--- src/rtl/ex_stage.sv ---
// Execute stage: forwarding muxes, single-cycle ALU and a 32-iteration shift-add
// multiplier that stalls the front of the pipe, feeding the EX/MEM register.
module ex_stage (
    input  logic        clk_i,
    input  logic        rst_i,
    input  logic [31:0] inst_i,
    input  logic [31:0] RDData0_i,
    input  logic [31:0] RDData1_i,
    input  logic [31:0] SignExtended_i,
    input  logic [4:0]  RSaddr_i,
    input  logic [4:0]  RTaddr_i,
    input  logic [4:0]  RegDst_i,
    input  logic [1:0]  ALUOp_i,
    input  logic        ALUSrc_i,
    input  logic        RegWrite_i,
    input  logic        MemToReg_i,
    input  logic        MemRead_i,
    input  logic        MemWrite_i,
    input  logic        wb_RegWrite_i,
    input  logic [4:0]  wb_RegDst_i,
    input  logic [31:0] wb_data_i,
    output logic [31:0] ALUResult_o,
    output logic [31:0] WriteData_o,
    output logic [4:0]  RegDst_o,
    output logic        RegWrite_o,
    output logic        MemToReg_o,
    output logic        MemRead_o,
    output logic        MemWrite_o,
    output logic        stall_o
);
    localparam int unsigned DW    = 32;
    localparam int unsigned RW    = 5;
    localparam int unsigned CNT_W = 5;

    localparam logic [5:0] FN_ADD = 6'b100000;
    localparam logic [5:0] FN_SUB = 6'b100010;
    localparam logic [5:0] FN_AND = 6'b100100;
    localparam logic [5:0] FN_OR  = 6'b100101;
    localparam logic [5:0] FN_SLT = 6'b101010;
    localparam logic [5:0] FN_MUL = 6'b011000;

    typedef enum logic [1:0] {IDLE, BUSY, DONE} state_e;

    state_e            state_q, state_d;
    logic [CNT_W-1:0]  cnt_q, cnt_d;
    logic [DW-1:0]     mul_a_q, mul_a_d, mul_b_q, mul_b_d, product_q, product_d;
    logic [DW-1:0]     alu_result_q, alu_result_d, write_data_q, write_data_d;
    logic [RW-1:0]     reg_dst_q, reg_dst_d;
    logic              reg_write_q, reg_write_d, mem_to_reg_q, mem_to_reg_d;
    logic              mem_read_q, mem_read_d, mem_write_q, mem_write_d;

    logic [DW-1:0]     fwd_a_c, fwd_b_c, op_b_c, alu_c, mul_step_c;
    logic              is_mul_c, stall_c;
    logic [5:0]        funct_c;
    logic              unused_inst_c;

    assign funct_c       = inst_i[5:0];
    assign unused_inst_c = ^inst_i[31:6];
    assign is_mul_c      = (ALUOp_i == 2'b10) && (funct_c == FN_MUL);

    // Forwarding: EX/MEM beats MEM/WB; register 0 is never forwarded
    always_comb begin
        fwd_a_c = RDData0_i;
        if (reg_write_q && reg_dst_q != '0 && reg_dst_q == RSaddr_i)
            fwd_a_c = alu_result_q;
        else if (wb_RegWrite_i && wb_RegDst_i != '0 && wb_RegDst_i == RSaddr_i)
            fwd_a_c = wb_data_i;

        fwd_b_c = RDData1_i;
        if (reg_write_q && reg_dst_q != '0 && reg_dst_q == RTaddr_i)
            fwd_b_c = alu_result_q;
        else if (wb_RegWrite_i && wb_RegDst_i != '0 && wb_RegDst_i == RTaddr_i)
            fwd_b_c = wb_data_i;

        op_b_c = ALUSrc_i ? SignExtended_i : fwd_b_c;
    end

    // Single-cycle ALU; multiply goes through the sequential path instead
    always_comb begin
        alu_c = '0;
        case (ALUOp_i)
            2'b00: alu_c = fwd_a_c + op_b_c;
            2'b01: alu_c = fwd_a_c - op_b_c;
            2'b11: alu_c = fwd_a_c | op_b_c;
            default: begin
                case (funct_c)
                    FN_ADD:  alu_c = fwd_a_c + op_b_c;
                    FN_SUB:  alu_c = fwd_a_c - op_b_c;
                    FN_AND:  alu_c = fwd_a_c & op_b_c;
                    FN_OR:   alu_c = fwd_a_c | op_b_c;
                    FN_SLT:  alu_c = ($signed(fwd_a_c) < $signed(op_b_c)) ? DW'(1) : '0;
                    default: alu_c = '0;
                endcase
            end
        endcase
    end

    assign mul_step_c = mul_b_q[cnt_q] ? (mul_a_q << cnt_q) : '0;

    always_comb begin
        state_d      = state_q;
        cnt_d        = cnt_q;
        mul_a_d      = mul_a_q;
        mul_b_d      = mul_b_q;
        product_d    = product_q;
        stall_c      = 1'b0;
        alu_result_d = alu_c;
        write_data_d = fwd_b_c;
        reg_dst_d    = RegDst_i;
        reg_write_d  = RegWrite_i;
        mem_to_reg_d = MemToReg_i;
        mem_read_d   = MemRead_i;
        mem_write_d  = MemWrite_i;

        case (state_q)
            IDLE: begin
                if (is_mul_c) begin
                    mul_a_d   = fwd_a_c;
                    mul_b_d   = fwd_b_c;
                    product_d = '0;
                    cnt_d     = '0;
                    stall_c   = 1'b1;
                    state_d   = BUSY;
                end
            end
            BUSY: begin
                stall_c   = 1'b1;
                product_d = product_q + mul_step_c;
                cnt_d     = cnt_q + CNT_W'(1);
                if (cnt_q == CNT_W'(31))
                    state_d = DONE;
            end
            DONE: begin
                // The held multiply is retired here, not restarted
                alu_result_d = product_q;
                state_d      = IDLE;
            end
            default: state_d = IDLE;
        endcase

        if (stall_c) begin
            alu_result_d = '0;
            write_data_d = '0;
            reg_dst_d    = '0;
            reg_write_d  = 1'b0;
            mem_to_reg_d = 1'b0;
            mem_read_d   = 1'b0;
            mem_write_d  = 1'b0;
        end
    end

    always_ff @(posedge clk_i) begin
        if (rst_i) begin
            state_q      <= IDLE;
            cnt_q        <= '0;
            mul_a_q      <= '0;
            mul_b_q      <= '0;
            product_q    <= '0;
            alu_result_q <= '0;
            write_data_q <= '0;
            reg_dst_q    <= '0;
            reg_write_q  <= 1'b0;
            mem_to_reg_q <= 1'b0;
            mem_read_q   <= 1'b0;
            mem_write_q  <= 1'b0;
        end else begin
            state_q      <= state_d;
            cnt_q        <= cnt_d;
            mul_a_q      <= mul_a_d;
            mul_b_q      <= mul_b_d;
            product_q    <= product_d;
            alu_result_q <= alu_result_d;
            write_data_q <= write_data_d;
            reg_dst_q    <= reg_dst_d;
            reg_write_q  <= reg_write_d;
            mem_to_reg_q <= mem_to_reg_d;
            mem_read_q   <= mem_read_d;
            mem_write_q  <= mem_write_d;
        end
    end

    assign stall_o     = stall_c & ~rst_i;
    assign ALUResult_o = alu_result_q;
    assign WriteData_o = write_data_q;
    assign RegDst_o    = reg_dst_q;
    assign RegWrite_o  = reg_write_q;
    assign MemToReg_o  = mem_to_reg_q;
    assign MemRead_o   = mem_read_q;
    assign MemWrite_o  = mem_write_q;
endmodule

--- config.mk ---
export PLATFORM = sky130hd
export DESIGN_NAME = ex_stage
export DESIGN_NICKNAME = d
export VERILOG_FILES = /design/src/rtl/ex_stage.sv
export SDC_FILE = /design/constraint.sdc
export NUM_CORES = 1
export LEC_CHECK = 0
export BUFFER_PORTS_ARGS = -buffer_cell sky130_fd_sc_hd__buf_2
export CAP_MARGIN = 40
export CORE_ASPECT_RATIO = 1.4
export CORE_MARGIN = 3
export CORE_UTILIZATION = 30
export DETAILED_ROUTE_END_ITERATION = 10
export PLACE_DENSITY = 0.44
export SYNTH_ARGS = -nofsm -noshare
export SYNTH_HDL_FRONTEND = slang
export SYNTH_SLANG_ARGS = --single-unit
--- constraint.sdc ---
create_clock -name clk_i -period 5 [get_ports clk_i]
set_input_delay 0.25 -clock clk_i [delete_from_list [all_inputs] [get_ports clk_i]]
set_output_delay 0.25 -clock clk_i [all_outputs]
set_load 0.005 [all_outputs]
==> summary.md, run 1 <==
| Metric | Value |
|---|---|
| Final cell count without fillers | 3461 |
| Cell row count | 102 |
| IO Pins | 264 |
| Crit path setup slack, layout | 0.131 ns |
| Cell Chain, Critical Path | or4_4, o21ai_4, nor4_4, buf_12, nand2_1, o21ai_1, mux2_2, ha_1, fa_2, a21o_1, a221oi_2, buf_4, o31a_1, o21ai_2, a2111oi_4, buf_4, nor2_1, a31oi_1, xor2_1, o221ai_1, o2bb2ai_1 |
| Clock Skews | 0.0190 ns |
| Largest delay share family, worst path | compound AO/OA/AOI/OAI gates |
| Cell Area, Synth | 17000 um^2 |
| Worst hold path type | input pin to flip-flop |
| Worst setup timing slack at the placement stage | -0.122 ns |
| Category of the most critical setup path | flip-flop to flip-flop |
| Total via count in the routed design | 18.9k |
| Fraction of layout cells with a size suffix above 1 | 26.4% |
| Peak supply drop | 0.187 mV |
| Die Wd | 207 um |
| Setup crit end kind | flip-flop |
| Portion of the clock cycle consumed by the worst path in the final layout | 97.4% |
| Clk_lat worst skew | 0.49 ns |
| Worst path bufs/invs | 3 |
| Summed area of non-filler cells in the final layout | 22000 um^2 |
| Most common cell on crit path | sky130_fd_sc_hd__buf_4 |
| Antenna violations before repair | 0 |
| R2R Setup Slk | 0.13 ns |
| Area of the die | 59600 um^2 |
| Part of the power in the clock network | 31.5% |
| Final Core Density | 39.6% |
| Pwr Density | 216 nW/um^2 |
| Comb pwr share | 36.8% |
| Number of flops mapped to enable cells by yosys | 0 |
| Number of global-route vias before repair | 18.7k |
| Total Power | 4.76 mW |
| Fraction of power spent switching nets | 36.5% |
| Total area of sequential cells | 3530 um^2 |
| Core region area | 55600 um^2 |
| Final Hold Viols | 0 |
| DRC violation count after routing | 0 |
| Number of sinks driven by the clock tree | 176 |
| Setup Total Neg Slack | 0 ns |
| Mapped Avg Cell Area | 7.49 um^2 |
| Placer's final routability congestion estimate | 0.985 |
| Post-synth cell types | 84 |
| Drt pass-1 iters | 5 |
| Final routed wirelength across all metal layers | 86.1 mm |
| Initial Util | 30.5% |
| Aggregate global routing overflow | 0 |
| Max-Slew Margin vs Limit | 40.0% |
| Seq/Total Area, Yosys | 20.7% |
| Minimum clock period after layout | 4.87 ns |
| Wire length of the first global-routing pass | 124 mm |
| Proportion of synthesized flip-flops having asynchronous set or reset | 0% |
| Wire length per cell | 24.9 um |
| Crit path largest cell delay | 0.55 ns |
| Worst path arrival time | 5.24 ns |
| Synthesized flop and latch total | 176 |
| Antenna-violating nets left | 0 |
| Max capacitance violation total | 0 |
| Area post-placement | 21200 um^2 |
| Clock slew at reported path FFs | 0.08 ns |
| Root Driver | sky130_fd_sc_hd__clkbuf_16 |
| Height of the chip | 288 um |
| Transition at the pin with the smallest max-transition slack | 0.901 ns |
| Largest net degree at the start of global routing | 68 |
| Maximum achievable frequency | 205 MHz |
| Area delta synth->final | 29.5% |
| Inserted Clock Buffers | 17 |
| Number of endpoints failing setup at the final stage | 0 |
| Prevailing post-synth register cell | sky130_fd_sc_hd__dfxtp_1 |
| Fillers | 5967 |
| Maximum clock path buffer count | 2 |
| Clock tree from TritonCTS | built |
| Portion of synthesized cell area occupied by the leading cell type | 20.7% |
| Area leader, netlist | sky130_fd_sc_hd__dfxtp_1 |
| Footprint of the multi-input gates | 12600 um^2 |
| DRC violation total after the first TritonRoute iteration | 1453 |
| Total Nets Final | 3055 |
| Count of placed standard cells including taps | 3417 |
| Part of the power in registers | 31.7% |
| Net Count, Synth | 2606 |
| Setup repair after global routing missed its margin | yes |
| Hpwl dp | 69.9 mm |
| Warning count from the yosys run | 0 |
| Post-DR vias/cell | 5.46 |
| Count of final max-slew check failures | 0 |
| Number of H-tree branching levels | 4 |
| Crit-path max FO | 8 |
| Count of port buffers added during placement | 237 |
| Leak pwr | 9.35 nW |
| Required arrival time at the worst endpoint | 5.37 ns |
| Synthesized instance count | 2270 |
| Status | completed |
| Slowest-stage cell, CP | sky130_fd_sc_hd__or4_4 |
| Kind of start point of the critical path | flip-flop |
| Switching pwr | 1.74 mW |
| Cell types with the largest area share after synthesis | sky130_fd_sc_hd__dfxtp_1, sky130_fd_sc_hd__ha_1, sky130_fd_sc_hd__nand2_1, sky130_fd_sc_hd__mux2i_1, sky130_fd_sc_hd__a21oi_1 |
| Total global-route track usage | 27.7% |
| Worst slack on hold paths | 0.274 ns |
| Internal Dissipation | 3.03 mW |
-- path summary, 6_finish.rpt --
path                               startpoint         endpoint  depth (start not counted)
worst max register to register    RegDst_o[1]  ALUResult_o[20]                         21
worst min-delay path            RDData1_i[21]  WriteData_o[21]                          4
worst max-delay path              RegDst_o[1]  ALUResult_o[20]                         21
worst min register to register    mul_b_q[14]      mul_b_q[14]                          2
-- cell families (layout without fill, tap and decap cells) --
kind of cell | count (synthesis) | count (layout) | synth area share [%]
AND/OR/NAND/NOR | 734 | 734 | 19.4
AO/OA/AOI/OAI | 684 | 684 | 25.2
buffers and inverters | 263 | 725 | 6.04
multiplexers | 182 | 182 | 13.4
flip-flops | 176 | 176 | 20.7
adder cells (fa/ha/maj) | 146 | 146 | 10.9
XOR/XNOR | 85 | 85 | 4.38
other | 0 | 1 | 0
-- cell usage after synthesis, types with 16 or more instances --
| library cell | number |
|---|---|
| sky130_fd_sc_hd__a211oi_1 | 27 |
| sky130_fd_sc_hd__a21oi_1 | 223 |
| sky130_fd_sc_hd__o21ai_1 | 79 |
| sky130_fd_sc_hd__o21ai_0 | 108 |
| sky130_fd_sc_hd__o22ai_1 | 23 |
| sky130_fd_sc_hd__nor3_1 | 34 |
| sky130_fd_sc_hd__xor2_1 | 27 |
| sky130_fd_sc_hd__dfxtp_1 | 176 |
| sky130_fd_sc_hd__a31oi_1 | 21 |
| sky130_fd_sc_hd__buf_1 | 22 |
| sky130_fd_sc_hd__mux4_2 | 34 |
| sky130_fd_sc_hd__a21o_1 | 31 |
| sky130_fd_sc_hd__o211ai_1 | 16 |
| sky130_fd_sc_hd__ha_1 | 143 |
| sky130_fd_sc_hd__clkbuf_1 | 107 |
| sky130_fd_sc_hd__mux2_2 | 24 |
| sky130_fd_sc_hd__nor2_1 | 142 |
| sky130_fd_sc_hd__xnor2_1 | 58 |
| sky130_fd_sc_hd__nand2b_1 | 19 |
| sky130_fd_sc_hd__nand2_1 | 349 |
| sky130_fd_sc_hd__nand3_1 | 48 |
| sky130_fd_sc_hd__o21bai_1 | 20 |
| sky130_fd_sc_hd__and2_1 | 22 |
| sky130_fd_sc_hd__mux2i_1 | 124 |
| sky130_fd_sc_hd__nor2b_1 | 51 |
| sky130_fd_sc_hd__inv_1 | 106 |
| sky130_fd_sc_hd__buf_2 | 20 |
-- per-layer routing --
layer	routed length (um)	global-route usage (%)	part of all wire, %
met2	42300	48.7	49
met4	6260	17.3	7.3
met1	34300	32.3	40
met5	0	0	0
met3	3210	2.83	3.7
-- layout by cell type, fill, tap and decap left out, types with 34 or more instances in the layout --
cell type / n
sky130_fd_sc_hd__mux4_2: 34
sky130_fd_sc_hd__mux2i_1: 123
sky130_fd_sc_hd__ha_1: 141
sky130_fd_sc_hd__o21ai_0: 108
sky130_fd_sc_hd__nand2_1: 349
sky130_fd_sc_hd__inv_1: 106
sky130_fd_sc_hd__buf_2: 239
sky130_fd_sc_hd__nand3_1: 47
sky130_fd_sc_hd__o21ai_1: 76
sky130_fd_sc_hd__dfxtp_1: 174
sky130_fd_sc_hd__buf_4: 322
sky130_fd_sc_hd__nor3_1: 34
sky130_fd_sc_hd__nor2_1: 140
sky130_fd_sc_hd__xnor2_1: 58
sky130_fd_sc_hd__a21oi_1: 222
sky130_fd_sc_hd__nor2b_1: 50
-- area by class of cell --
class / count / area share (%)
timing repair buffer: 581 / 17.8
sequential: 176 / 16.0
clock inverter: 14 / 0.813
antenna: 1 / 0.0114
multi-input combinational: 1831 / 57.3
tap: 728 / 4.14
clock buffer: 18 / 1.99
inverter: 112 / 1.91
-- power by group through the flow --
stage / registers [mW] / logic, mW / clock network [mW]
6_report: 1.51 / 1.75 / 1.50
5_1_grt: 1.52 / 1.88 / 1.58
4_1_cts: 1.51 / 1.73 / 1.55
3_5_place_dp: 1.55 / 1.71 / 0
3_3_place_gp: 1.55 / 1.71 / 0
2_1_floorplan: 1.52 / 0.895 / 0
-- tightest hold or removal path, delay by kind of cell --
kind                   cells  cell delay [ns]
buffers and inverters      1             0.08
multiplexers               1             0.07
AO/OA/AOI/OAI              1             0.18
AND/OR/NAND/NOR            1             0.14
-- state kept, by name, summed over array words and instances (netlist names) --
name         count
RegDst_o         5
MemRead_o        1
MemToReg_o       1
ALUResult_o     32
RegWrite_o       1
mul_b_q         32
mul_a_q         32
WriteData_o     32
cnt_q            5
product_q       32
state_q          2
MemWrite_o       1
-- what timing repair did --
action                                 in CTS  in global routing
pin swaps                                   0                  3
buffers inserted                            0                  1
endpoints found under the hold margin       9                  0
cloned                                      0                  1
hold buffers                                9                  0
setup endpoints to repair                   4                 21
gates resized for setup                     3                 21
(Power assumes the default switching activity.)
==> run 2, diff against run 1 <==
- SETUP_SLACK_MARGIN: default -> 0.4
==> run 2 against run 1 <==
Against the previous run:
- cell area up 0.78%
- clock power is essentially flat
- routed wire length down 0.84%
- sequential cell count unchanged
- via count up 0.19%
- die area stayed put
- largest power group unchanged
- setup slack better by 0.23 ns
- utilization grew 0.31 points
- worst hold slack lost 0.045 ns
- combinational power barely moved
- sequential share of layout area is 0.096 points lower
- sequential power about the same
==> summary.md, run 2 (same netlist as run 1, synthesis figures left out) <==
| Metric | Value |
|---|---|
| Status | completed |
| Placer's final routability congestion estimate | 0.987 |
| Crit-path max FO | 37 |
| Area post-placement | 20900 um^2 |
| Total global-route track usage | 27.4% |
| Worst setup timing slack at the placement stage | -0.0930 ns |
| Most common library cell in the layout ignoring fill and taps | sky130_fd_sc_hd__nand2_1 |
| Max-Slew Margin vs Limit | 37.5% |
| Footprint of the multi-input gates | 12900 um^2 |
| Worst path arrival time | 5.00 ns |
| Worst slack on hold paths | 0.229 ns |
| Core region area | 55600 um^2 |
| Setup repair after global routing missed its margin | yes |
| DRC violation total after the first TritonRoute iteration | 1522 |
| Category of the most critical setup path | flip-flop to flip-flop |
| Total via count in the routed design | 18.9k |
| Clock tree from TritonCTS | built |
| Worst hold path type | input pin to flip-flop |
| Total Nets Final | 3029 |
| Required arrival time at the worst endpoint | 5.35 ns |
| Cell row count | 102 |
| Antenna-violating nets left | 0 |
| Fillers | 5945 |
| Summed area of non-filler cells in the final layout | 22200 um^2 |
| Count of final max-slew check failures | 0 |
| Height of the chip | 288 um |
| Number of endpoints failing setup at the final stage | 0 |
| Aggregate global routing overflow | 0 |
| Clk_lat worst skew | 0.49 ns |
| Die Wd | 207 um |
| Leak pwr | 9.29 nW |
| Post-DR vias/cell | 5.52 |
| Total area of sequential cells | 3530 um^2 |
| Kind of start point of the critical path | flip-flop |
| Crit path largest cell delay | 0.53 ns |
| IO Pins | 264 |
| Transition at the pin with the smallest max-transition slack | 0.928 ns |
| Final routed wirelength across all metal layers | 85.4 mm |
| Antenna violations before repair | 0 |
| Number of sinks driven by the clock tree | 176 |
| Wire length of the first global-routing pass | 123 mm |
| HP Start | rst_i |
| Worst path bufs/invs | 4 |
| Maximum clock path buffer count | 2 |
| Most common cell on crit path | sky130_fd_sc_hd__buf_4 |
| Commonest non-fill, non-tap cells in the layout | sky130_fd_sc_hd__nand2_1, sky130_fd_sc_hd__buf_4, sky130_fd_sc_hd__buf_2 |
| Reg-to-Reg Start | RegDst_o[2] |
| Setup Total Neg Slack | 0 ns |
| Hpwl dp | 68.9 mm |
| Fraction of layout cells with a size suffix above 1 | 27.8% |
| Drt pass-1 iters | 5 |
| Setup crit end kind | flip-flop |
| Count of port buffers added during placement | 237 |
| Area delta synth->final | 30.5% |
| Number of global-route vias before repair | 18.7k |
| Largest delay share family, worst path | compound AO/OA/AOI/OAI gates |
| Crit path setup slack, layout | 0.356 ns |
| Final Core Density | 39.9% |
| Wire length per cell | 24.9 um |
| Portion of the clock cycle consumed by the worst path in the final layout | 92.9% |
| Max capacitance violation total | 0 |
| Initial Util | 30.5% |
| Pwr Density | 215 nW/um^2 |
| Maximum achievable frequency | 215 MHz |
| Number of H-tree branching levels | 4 |
| Root Driver | sky130_fd_sc_hd__clkbuf_16 |
| Number of antenna cells inserted | 0 |
| Area of the die | 59600 um^2 |
| Peak supply drop | 0.166 mV |
| Clock slew at reported path FFs | 0.08 ns |
| DRC violation count after routing | 0 |
| Minimum clock period after layout | 4.64 ns |
| Cell Chain, Critical Path | or4_4, o21ai_4, nor4_2, buf_12, nand2_1, o21ai_1, mux2_2, ha_2, fa_2, a21o_1, a221oi_4, buf_4, buf_4, o31ai_4, a21oi_2, buf_6, o41ai_4, a31oi_2, nor2_2, a211o_1, o22ai_2, o22ai_1 |
| Final Hold Viols | 0 |
| Largest net degree at the start of global routing | 66 |
| Worst setup startpoint | RegDst_o[2] |
| Slowest-stage cell, CP | sky130_fd_sc_hd__or4_4 |
| Clock Skews | 0.0207 ns |
| Inserted Clock Buffers | 17 |
-- run 2: per-layer routing --
metal	track usage, %	wire length [um]
met5	0	0
met4	17.1	6040
met3	2.78	3360
met2	48.1	42000
met1	32.1	34000
-- run 2: what timing repair did --
action / 4_1_cts / 5_1_grt
cloned: 0 / 1
pin swaps: 25 / 37
hold buffers: 9 / 0
endpoints found under the hold margin: 9 / 0
endpoints found under the setup margin: 25 / 28
buffers inserted: 8 / 8
resized for setup: 48 / 65
-- run 2: path summary, 6_finish.rpt --
check                           cells after the start  slack (ns)               to
worst min-delay path                                2        0.23      mul_b_q[22]
worst min register to register                      2        0.45      mul_b_q[21]
worst max register to register                     22        0.36  ALUResult_o[30]
worst max-delay path                               22        0.36  ALUResult_o[30]
-- run 2: layout make-up --
class / instances / area share [%]
Inverter: 112 / 1.89
Timing Repair Buffer: 555 / 17.1
Clock inverter: 13 / 0.688
Tap cell: 728 / 4.10
Sequential cell: 176 / 15.9
Clock buffer: 19 / 2.00
Multi-Input combinational cell: 1831 / 58.3
-- run 2: where the power goes --
group / switching (mW) / internal, mW / leakage, nW
combinational: 1.02 / 0.762 / 7.57
clock: 0.705 / 0.761 / 0.280
sequential: 0.0581 / 1.45 / 1.44
-- run 2: through the flow --
step / std cells / total power, mW
finish: 3434 / 4.76
global route: 3434 / 4.98
CTS: 3425 / 4.75
detailed placement: 3376 / 3.22
global placement: 3370 / 3.21
floorplan: 2270 / 2.42
